$ cat src/rtl/nn_layer_sequencer.sv
// Sequencer for one fully connected layer: clears the layer, requests MAC steps,
// serves the input vector from a local buffer and captures the activated outputs.
module nn_layer_sequencer #(
    parameter int N_IN    = 2,
    parameter int N_OUT   = 2,
    parameter int DW      = 8,
    parameter int AW      = 1,
    parameter int CLR_CYC = 2,
    parameter int WDOG    = 255
) (
    input  logic                 clk,
    input  logic                 rst,
    input  logic                 start,
    input  logic                 in_we,
    input  logic [AW-1:0]        in_addr,
    input  logic signed [DW-1:0] in_data,
    output logic                 busy,
    output logic                 done,
    output logic                 err,
    output logic                 layer_rst,
    output logic                 layer_req,
    input  logic                 step_ack,
    input  logic                 layer_ack,
    input  logic                 x_trig,
    input  logic [AW-1:0]        x_addr,
    output logic signed [DW-1:0] x_data,
    output logic                 x_valid,
    input  logic [N_OUT*DW-1:0]  y_in,
    output logic [N_OUT*DW-1:0]  y_out
);
    localparam int SW = $clog2(N_IN + 1);
    localparam int WW = $clog2(WDOG + 1);
    localparam int CW = $clog2(CLR_CYC + 1);
    localparam int AL = AW + 1;

    localparam logic [SW-1:0] STEP_LAST = SW'(N_IN);
    localparam logic [WW-1:0] WDOG_INIT = WW'(WDOG);
    localparam logic [CW-1:0] CLR_LAST  = CW'(CLR_CYC);
    localparam logic [AL-1:0] ADDR_LIM  = AL'(N_IN);

    typedef enum logic [2:0] {IDLE, CLEAR, RUN, WAIT_OUT, DONE} state_t;

    state_t               state;
    logic [SW-1:0]        step_cnt;
    logic [WW-1:0]        wdog_cnt;
    logic [CW-1:0]        clr_cnt;
    logic                 abort;
    logic                 wdog_expire;
    logic signed [DW-1:0] buf_mem [N_IN];

    assign wdog_expire = (wdog_cnt == WW'(1));

    always_ff @(posedge clk or negedge rst) begin
        if (!rst) begin
            for (int i = 0; i < N_IN; i++) buf_mem[i] <= '0;
        end else if (in_we && state == IDLE && {1'b0, in_addr} < ADDR_LIM) begin
            buf_mem[in_addr] <= in_data;
        end
    end

    always_ff @(posedge clk or negedge rst) begin
        if (!rst) begin
            x_valid <= 1'b0;
            x_data  <= '0;
        end else begin
            x_valid <= x_trig;
            if (x_trig) x_data <= ({1'b0, x_addr} < ADDR_LIM) ? buf_mem[x_addr] : '0;
        end
    end

    // abort remembers a watchdog expiry so CLEAR returns to IDLE instead of RUN
    always_ff @(posedge clk or negedge rst) begin
        if (!rst) begin
            state     <= IDLE;
            busy      <= 1'b0;
            done      <= 1'b0;
            err       <= 1'b0;
            layer_rst <= 1'b1;
            layer_req <= 1'b0;
            y_out     <= '0;
            step_cnt  <= '0;
            wdog_cnt  <= '0;
            clr_cnt   <= '0;
            abort     <= 1'b0;
        end else begin
            done <= 1'b0;
            case (state)
                IDLE: begin
                    layer_rst <= 1'b0;
                    layer_req <= 1'b0;
                    if (start) begin
                        state    <= CLEAR;
                        busy     <= 1'b1;
                        err      <= 1'b0;
                        abort    <= 1'b0;
                        step_cnt <= '0;
                        wdog_cnt <= WDOG_INIT;
                        clr_cnt  <= '0;
                    end
                end
                CLEAR: begin
                    if (clr_cnt == CLR_LAST) begin
                        layer_rst <= 1'b0;
                        if (abort) begin
                            state <= IDLE;
                            busy  <= 1'b0;
                        end else begin
                            state     <= RUN;
                            layer_req <= 1'b1;
                        end
                    end else begin
                        layer_rst <= 1'b1;
                        clr_cnt   <= clr_cnt + CW'(1);
                    end
                end
                RUN: begin
                    if (wdog_expire) begin
                        err       <= 1'b1;
                        abort     <= 1'b1;
                        layer_req <= 1'b0;
                        clr_cnt   <= '0;
                        wdog_cnt  <= '0;
                        state     <= CLEAR;
                    end else begin
                        wdog_cnt <= wdog_cnt - WW'(1);
                        if (step_ack) begin
                            step_cnt <= step_cnt + SW'(1);
                            if (step_cnt + SW'(1) == STEP_LAST) begin
                                layer_req <= 1'b0;
                                state     <= WAIT_OUT;
                            end
                        end
                    end
                end
                WAIT_OUT: begin
                    if (layer_ack) begin
                        y_out <= y_in;
                        state <= DONE;
                    end else if (wdog_expire) begin
                        err      <= 1'b1;
                        abort    <= 1'b1;
                        clr_cnt  <= '0;
                        wdog_cnt <= '0;
                        state    <= CLEAR;
                    end else begin
                        wdog_cnt <= wdog_cnt - WW'(1);
                    end
                end
                DONE: begin
                    done  <= 1'b1;
                    busy  <= 1'b0;
                    state <= IDLE;
                end
                default: begin
                    state <= IDLE;
                    busy  <= 1'b0;
                end
            endcase
        end
    end
endmodule

$ cat config.mk
export PLATFORM = sky130hd
export DESIGN_NAME = nn_layer_sequencer
export DESIGN_NICKNAME = d
export VERILOG_FILES = /design/src/rtl/nn_layer_sequencer.sv
export SDC_FILE = /design/constraint.sdc
export NUM_CORES = 1
export LEC_CHECK = 0
export CORE_ASPECT_RATIO = 1.1
export CORE_MARGIN = 1.5
export CORE_UTILIZATION = 49
export CTS_CLUSTER_DIAMETER = 150
export DETAILED_ROUTE_END_ITERATION = 16
export GPL_TIMING_DRIVEN = 0
export PLACE_DENSITY_LB_ADDON = 0.15
export SYNTH_ARGS = -nofsm -noshare
export SYNTH_HDL_FRONTEND = slang
export SYNTH_SLANG_ARGS = --single-unit
$ cat constraint.sdc
create_clock -name clk -period 2.65 [get_ports clk]
set_input_delay 0.53 -clock clk [delete_from_list [all_inputs] [get_ports clk]]
set_output_delay 0.53 -clock clk [all_outputs]
set_load 0.005 [all_outputs]
==> After elaboration in Yosys (flattened, before gate mapping) <==
Cells that the tools add are included.
{ "word_totals": {"ff_bits": 62, "inputBits": 33, "output_inout_bits": 30, "elab_cells": 105} }
{ "op_classes": {"n_addsub": 3, "order_cmp": 3, "n_eq_ne": 18, "n_mux": 47, "bitwise": 3, "reduce_logical": 16} }
{ "op_table": {"columns": ["cell", "n"], "rows": [
  ["$mux W8", 7],
  ["$pmux W8 S3", 1],
  ["$mux W3", 7],
  ["$bwmux W16", 1],
  ["$ne A2 B2 Y1 const B", 8],
  ["$mux W1", 15],
  ["$mux W2", 7],
  ["$pmux W1 S3", 4],
  ["$pmux W3 S4", 1],
  ["$reduce_and A4 Y1", 3],
  ["$reduce_and A5 Y1", 2],
  ["$ne A3 B3 Y1 const B", 3],
  ["$demux W8 S1", 1],
  ["$eq A8 B1 Y1 const B", 1],
  ["$pmux W2 S4", 1],
  ["$sub A8 B1 Y8 const B", 1],
  ["$eq A3 B2 Y1 const B", 2],
  ["$reduce_bool A3 Y1", 2],
  ["$add A2 B1 Y2 const B", 2],
  ["$eq A2 B2 Y1 const B", 2],
  ["$ge A2 B2 Y1 const B", 2],
  ["$not A1 Y2", 2],
  ["$pmux W2 S2", 1],
  ["$reduce_bool A2 Y1", 2],
  ["11 further kinds", 12]
]} }

==> Logic depth before layout (Yosys ltp) <==
Gate-level depths: netlist of the first run.
{ "logic_depth": {"depth_word": 6, "ltp_mapped": 7, "depth_no_buf": 6} }

==> Worst setup path before layout of the first run <==
No wires, ideal clock.
{ "synth_timing": {"path_type": "register to register", "from": "reg wdog_cnt[1]", "to": "reg clr_cnt[1]", "setup_time_ps": 125, "arrival_ps": 2134, "t_required_ps": 2525, "setup_slack_ps": 390, "stages_incl_launch_ff": 8, "path_buffers": 1, "synth_period_minus_slack_ps": 2260, "path_cell_list": "dfrtp_1 inv_1 ha_1 or3b_2 or2_1 buf_6 a2111oi_4 mux2_4"} }
{ "synth_between": {"elab_chain_len": 4} }
{ "synth_lines": {"columns": ["item", "line", "source"], "rows": [
  ["from (decl)", "45", "logic [WW-1:0] wdog_cnt;"],
  ["from (signal assigned)", "125", "wdog_cnt <= wdog_cnt - WW'(1);"],
  ["from (signal assigned)", "146", "wdog_cnt <= wdog_cnt - WW'(1);"],
  ["$eq A8 B1 Y1 *", "51", "assign wdog_expire = (wdog_cnt == WW'(1));"],
  ["$mux W2 *", null, null],
  ["$mux W2", null, null],
  ["$pmux W2 S4 *", null, null],
  ["to (signal assigned)", "113", "clr_cnt <= clr_cnt + CW'(1);"],
  ["to (decl)", "46", "logic [CW-1:0] clr_cnt;"]
]} }
Every way passes the cells marked *; elsewhere a longest branch is shown, timed or not. The select of a mux whose other input is x is not followed.
A chain may end at the register's enable or synchronous reset.

==> Worst setup path in the final report of the first run <==
Ends and elaborated chain as after synthesis.

==> results.md, run 1 <==
* Top-area cell type share of the netlist area at 55.5%
* Layout cells sized above 1 at 19.2%
* RR Endpoint: clr_cnt[1]
* Worst r2r src: wdog_cnt[1]
* Number of warnings issued by yosys at 0
* Die Wd at 74.4 µm
* Largest fanout on the critical path at 9
* Largest net degree at the start of global routing at 63
* Post-Syn Area at 0.00275 mm²
* Status: completed
* Routed len/inst at 14.4 µm
* Sink Count at 62
* Max VDD drop at 0.000648 V
* Post_cts resized at 0
* Fin nets at 340
* Final Max Tran Viols at 0
* CP Capture Type: flop
* Final Hold Viols at 0
* Synth Register Bits at 62
* Critical path data required time at approximately 2.9 ns
* Setup WS post-layout at 0.259 ns
* Worst-Margin Slew at 0.766 ns
* Tot Pwr at 3.65 mW
* # diodes at 0
* Synth area leaders: dfrtp_1, mux2_2, mux2i_1, a21oi_1, nor2_1
* Sequential area share after synthesis at around 56%
* First-pass iteration count of the detailed router at 4
* Worst EP arrival at approximately 2.6 ns
* Main synth FF type: dfrtp_1
* Tcrit/Tclk final at approximately 90%
* Residual DRC at 0
* All-Layer GR Usage at 20.0%
* Area Overhead vs Synth at 31.8%
* Fin crit period at 2.39 ns
* Clk_lat worst skew at 0.34 ns
* Hold Buf Count CTS at 0
* Headroom to the max-slew limit at 48.9%
* Leakage at 1.55 nW
* Die ar. at 0.00607 mm²
* Row Count at 28
* PD cells at a little over 1000 mW/mm²
* CTS H-tree depth at 3
* Critical path origin: wdog_cnt[1]
* Synth cell types at 42
* Cells after Synth at 231
* RD Place Congestion at 0.820
* Syn_nets at 268
* Min-Delay Path Class: input pin to async pin
* CTS tree: built
* Die H at 81.6 µm
* Initial core utilization at ~51%
* Post-CTS Setup Bufs at 0
* First-pass GRT wire length at 8960 µm
* Peak Freq at 0.418 GHz
* CP Launch Type: flop
* WL final at 5530 µm
* Post-place setup slack at between 0.2 and 0.3 ns
* Worst Skew at 0.00488 ns
* Total CTS buffers at 9
* Worst Hold Margin at 0.256 ns
* Clock slew at reported path FFs at 0.07 ns
* IO Pins at 63
* RSZ-0062 raised after global routing: no
* DRT iter0 DRCs at 149
* Critical Path Sink: clr_cnt[1]
* Root buffer cell: clkbuf_8
* Async SR Flop Fraction at 100%
* Setup tns final at 0 ns
* Vias in the first global route at 1924
* EDFF count, synth at 0
* Crit path kind: flop to flop
* Gr ovfl total at 0
* Core area at 0.00540 mm²
* R2R Setup Slk at 0.26 ns
* Vias at 1992
* Max_cap viols at 0
* Setup Viol. Count Final at 0
* Syn Area/Cell at ~12 µm²
* Via/cell ratio at 5.20
* Antenna-violating nets left at 0
* R2R cell count at 7
* Post-Place Cells at 367
* Port bufs at 61
* Longest Clk Path Bufs at 2
* Antenna violations before repair at 0
* Cell taking the most area after synthesis: dfrtp_1
* Post-Layout Cell Count at 383
* Detail Placement HPWL at 3800 µm
==> flip-flops by register name, indices dropped and copies added (netlist names) <==
name / cells
y_out: 16
err: 1
layer_req: 1
clr_cnt: 2
layer_rst: 1
abort: 1
buf_mem: 16
wdog_cnt: 8
state: 3
x_data: 8
busy: 1
x_valid: 1
done: 1
step_cnt: 2
==> cells in the mapped netlist, types with 2 or more instances <==
cell / instances
nand2_1: 10
o21a_1: 3
o31ai_1: 2
dfrtp_1: 61
nand2b_1: 3
nand3_1: 6
nor3_1: 4
mux2i_1: 10
inv_1: 9
o2bb2ai_1: 2
o21ai_0: 10
nand4b_1: 2
ha_1: 4
a21oi_1: 14
nor4_1: 2
nor2_1: 18
clkbuf_1: 10
mux2_2: 32
a31oi_1: 6
==> per-stage QoR <==
| stage | util [%] | instance area [µm²] |
|---|---|---|
| floorplan | - | 2750 |
| global route | 67.2 | 3630 |
| finish | 67.2 | 3630 |
| CTS | 67.2 | 3630 |
| global placement | 64.1 | 3460 |
| detailed placement | 64.0 | 3450 |
==> placed cells by master (no fill, tap or decap), types with 9 or more instances in the layout <==
cell type	instances
a21oi_1	14
clkbuf_1	10
clkbuf_8	9
clkdlybuf4s50_1	60
dfrtp_1	61
inv_1	9
mux2_2	32
mux2i_1	10
nand2_1	10
nor2_1	18
o21ai_0	10
==> cell type report <==
type | count | area, µm²
Inverter | 9 | 33.8
Buffer | 13 | 57.6
Fill cell | 453 | 1770
Clock inverter | 7 | 50.0
Multi-Input combinational cell | 147 | 1110
Timing Repair Buffer | 61 | 608
Sequential cell | 62 | 1550
Clock buffer | 9 | 124
Tap cell | 75 | 93.8
==> worst max-delay path, stage by stage, from the launching register on <==
cell,delay [ns]
dfrtp_1,0.42
inv_1,0.09
ha_1,0.18
or3b_2,0.49
or2_1,0.23
buf_6,0.15
a2111oi_4,0.39
mux2_4,0.33
==> routing by layer <==
layer | part of all wire [%] | GRT usage [%] | up-vias | wire length (µm)
li1 | - | - | 964 | -
met1 | 45 | 25.9 | 988 | 2500
met2 | 50 | 31.6 | 32 | 2750
met3 | 2.9 | 3.93 | 8 | 162
met4 | 2.3 | 10.9 | 0 | 127
met5 | 0 | 0 | - | 0
==> where the power goes <==
part,internal (mW),switching (mW),total [mW]
Sequential,1.31,0.176,1.49
Clock,0.339,0.390,0.729
Combinational,0.847,0.590,1.44
==> worst min-delay path by stage <==
stage | slack [ns] | depth (start not counted) | endpoint | from
floorplan | 0.23 | 0 | abort | rst
global placement | 0.47 | 2 | layer_rst | layer_rst
detailed placement | 0.48 | 2 | layer_rst | layer_rst
CTS | 0.29 | 1 | wdog_cnt[6] | rst
global route | 0.33 | 1 | step_cnt[1] | rst
finish | 0.26 | 1 | wdog_cnt[2] | rst
==> cells by family (layout without fill, tap and decap cells) <==
logic type               count (synthesis)  after routing  share of synthesized area [%]
AO/OA/AOI/OAI                           45             45                           11.0
adder cells (fa/ha/maj)                  4              4                           1.82
buffers and inverters                   22             99                           3.32
flip-flops                              62             62                           56.4
multiplexers                            43             43                           17.3
AND/OR/NAND/NOR                         55             55                           10.2
Power figures use the tool's default switching activity.
==> run 2, diff against run 1 <==
--- a/config.mk
+++ b/config.mk
@@ -7,7 +7,7 @@
 export LEC_CHECK = 0
 export CORE_ASPECT_RATIO = 1.1
 export CORE_MARGIN = 1.5
-export CORE_UTILIZATION = 49
+export CORE_UTILIZATION = 50
 export CTS_CLUSTER_DIAMETER = 150
 export DETAILED_ROUTE_END_ITERATION = 16
 export GPL_TIMING_DRIVEN = 0
==> constraint.sdc (replaced) <==
create_clock -name clk -period 2.65 [get_ports clk]
set_input_delay 0.6625 -clock clk [delete_from_list [all_inputs] [get_ports clk]]
set_output_delay 0.6625 -clock clk [all_outputs]
set_load 0.005 [all_outputs]
==> results.md, run 2 (synthesized netlist as in run 1, its figures left out) <==
* Post_cts resized at 0
* CTS tree: built
* All-Layer GR Usage at 20.7%
* Cell chain of the critical path: inv_1 -> ha_1 -> or3b_2 -> or2_1 -> buf_6 -> a2111oi_4 -> mux2_4
* Headroom to the max-slew limit at 56.9%
* Placement-stage cell area at 0.00347 mm²
* Via/cell ratio at 5.36
* Crit path kind: flop to flop
* Die ar. at 0.00596 mm²
* Layout cells sized above 1 at 19.1%
* Routed len/inst at 14.6 µm
* Die Wd at approximately 74 µm
* RSZ-0062 raised after global routing: no
* # diodes at 0
* CTS H-tree depth at 3
* Max_cap viols at 0
* Number of fill cells at 416
* Min-Delay Path Class: input pin to async pin
* Port bufs at 61
* Worst-Margin Slew at 0.647 ns
* Leakage at roughly 1.6 nW
* Worst EP arrival at 2.59 ns
* First-pass iteration count of the detailed router at 4
* Initial core utilization at 51.3%
* Largest net degree at the start of global routing at 35
* RD Place Congestion at about 0.8
* WL final at approximately 5600 µm
* FF+latch area at 0.00155 mm²
* Vias at 2058
* First-pass GRT wire length at 9230 µm
* Residual DRC at 0
* Row Count at 28
* Crit path largest cell delay at 0.47 ns
* Peak Freq at ~0.42 GHz
* Core area at 0.00536 mm²
* IO Pins at 63
* Clock slew at reported path FFs at 0.07 ns
* Leading cell type in the layout, fill and taps excluded: dfrtp_1
* Final Hold Viols at 0
* Footprint of the multi-input gates at 0.00111 mm²
* Fin nets at 341
* Area Overhead vs Synth at 33.4%
* Worst Skew at 0.00458 ns
* PD cells at 1030 mW/mm²
* Largest registers: buf_mem (16), y_out (16)
* Die H at 80.8 µm
* Total CTS buffers at 9
* Clk_lat worst skew at 0.33 ns
* Largest fanout on the critical path at 9
* DRT iter0 DRCs at 89
* Root buffer cell: clkbuf_8
* Fin crit period at 2.37 ns
* Critical path data required time at between 2 and 3 ns
* CP Launch Type: flop
* Tcrit/Tclk final at slightly below 90%
* Detail Placement HPWL at 3920 µm
* CP Capture Type: flop
* Sink Count at 62
* Hold Buf Count CTS at 0
* Gr ovfl total at 0
* Max VDD drop at 0.000556 V
* CP max-delay cell: or3b_2
* Antenna-violating nets left at 0
* Vias in the first global route at 1973
* Longest Clk Path Bufs at 2
* Post-CTS Setup Bufs at 0
* Setup tns final at 0 ns
* Final Max Tran Viols at 0
* Setup Viol. Count Final at 0
* Status: completed
* Fin area at 0.00367 mm²
* Antenna violations before repair at 0
* Commonest non-fill, non-tap cells in the layout: dfrtp_1, clkdlybuf4s50_1, mux2_2
## run 2: through the flow
step                std cells  total power [mW]  hold slack, ns  util [%]  worst slack (ns)
floorplan                 231              2.32           0.367         -             0.390
global placement          367              2.91           0.470      64.5             -1.10
detailed placement        368              2.95           0.480      64.8             0.139
CTS                       384              3.81           0.362      68.5             0.270
global route              384              4.02           0.397      68.5             0.159
finish                    384              3.78           0.350      68.5             0.281
## run 2: cell type report
cell class                      count  area share [%]
Sequential cell                    62            42.3
Multi-Input combinational cell    147            30.2
Timing Repair Buffer               62            17.0
Clock buffer                       12            4.23
Tap cell                           75            2.56
Buffer                             13            1.57
Clock inverter                      4            1.23
Inverter                            9           0.920
## run 2: final timing paths
path,slack [ns],depth (start not counted),end,startpoint
worst max register to register,0.28,7,clr_cnt[1],wdog_cnt[1]
max in group asynchronous,1.64,2,layer_rst,rst
min in group clk,0.48,2,layer_rst,layer_rst
worst min-delay path,0.35,1,wdog_cnt[7],rst
worst min register to register,0.48,2,layer_rst,layer_rst
worst max-delay path,0.28,7,clr_cnt[1],wdog_cnt[1]
## run 2: routing by layer
metal	up-vias	track usage [%]	part of all wire, %
met1	1030	25.9	42
met3	9	7.07	5.1
li1	971	-	-
met5	-	0	0
met2	48	32.3	51
met4	0	9.44	1.4
## run 2: power breakdown
part | switching, mW | total, mW | internal, mW
Combinational | 0.600 | 1.45 | 0.849
Clock | 0.352 | 0.833 | 0.481
Sequential | 0.184 | 1.50 | 1.31
Total | 1.14 | 3.78 | 2.64
## run 2: critical path, delay by kind of cell, from the launching register on
family / cells / cell delay (ns)
DFF: 1 / 0.41
buffers and inverters: 2 / 0.24
adders and majority gates: 1 / 0.18
muxes: 1 / 0.33
and+or+nand+nor: 2 / 0.70
AOI/OAI and AO/OA: 1 / 0.39
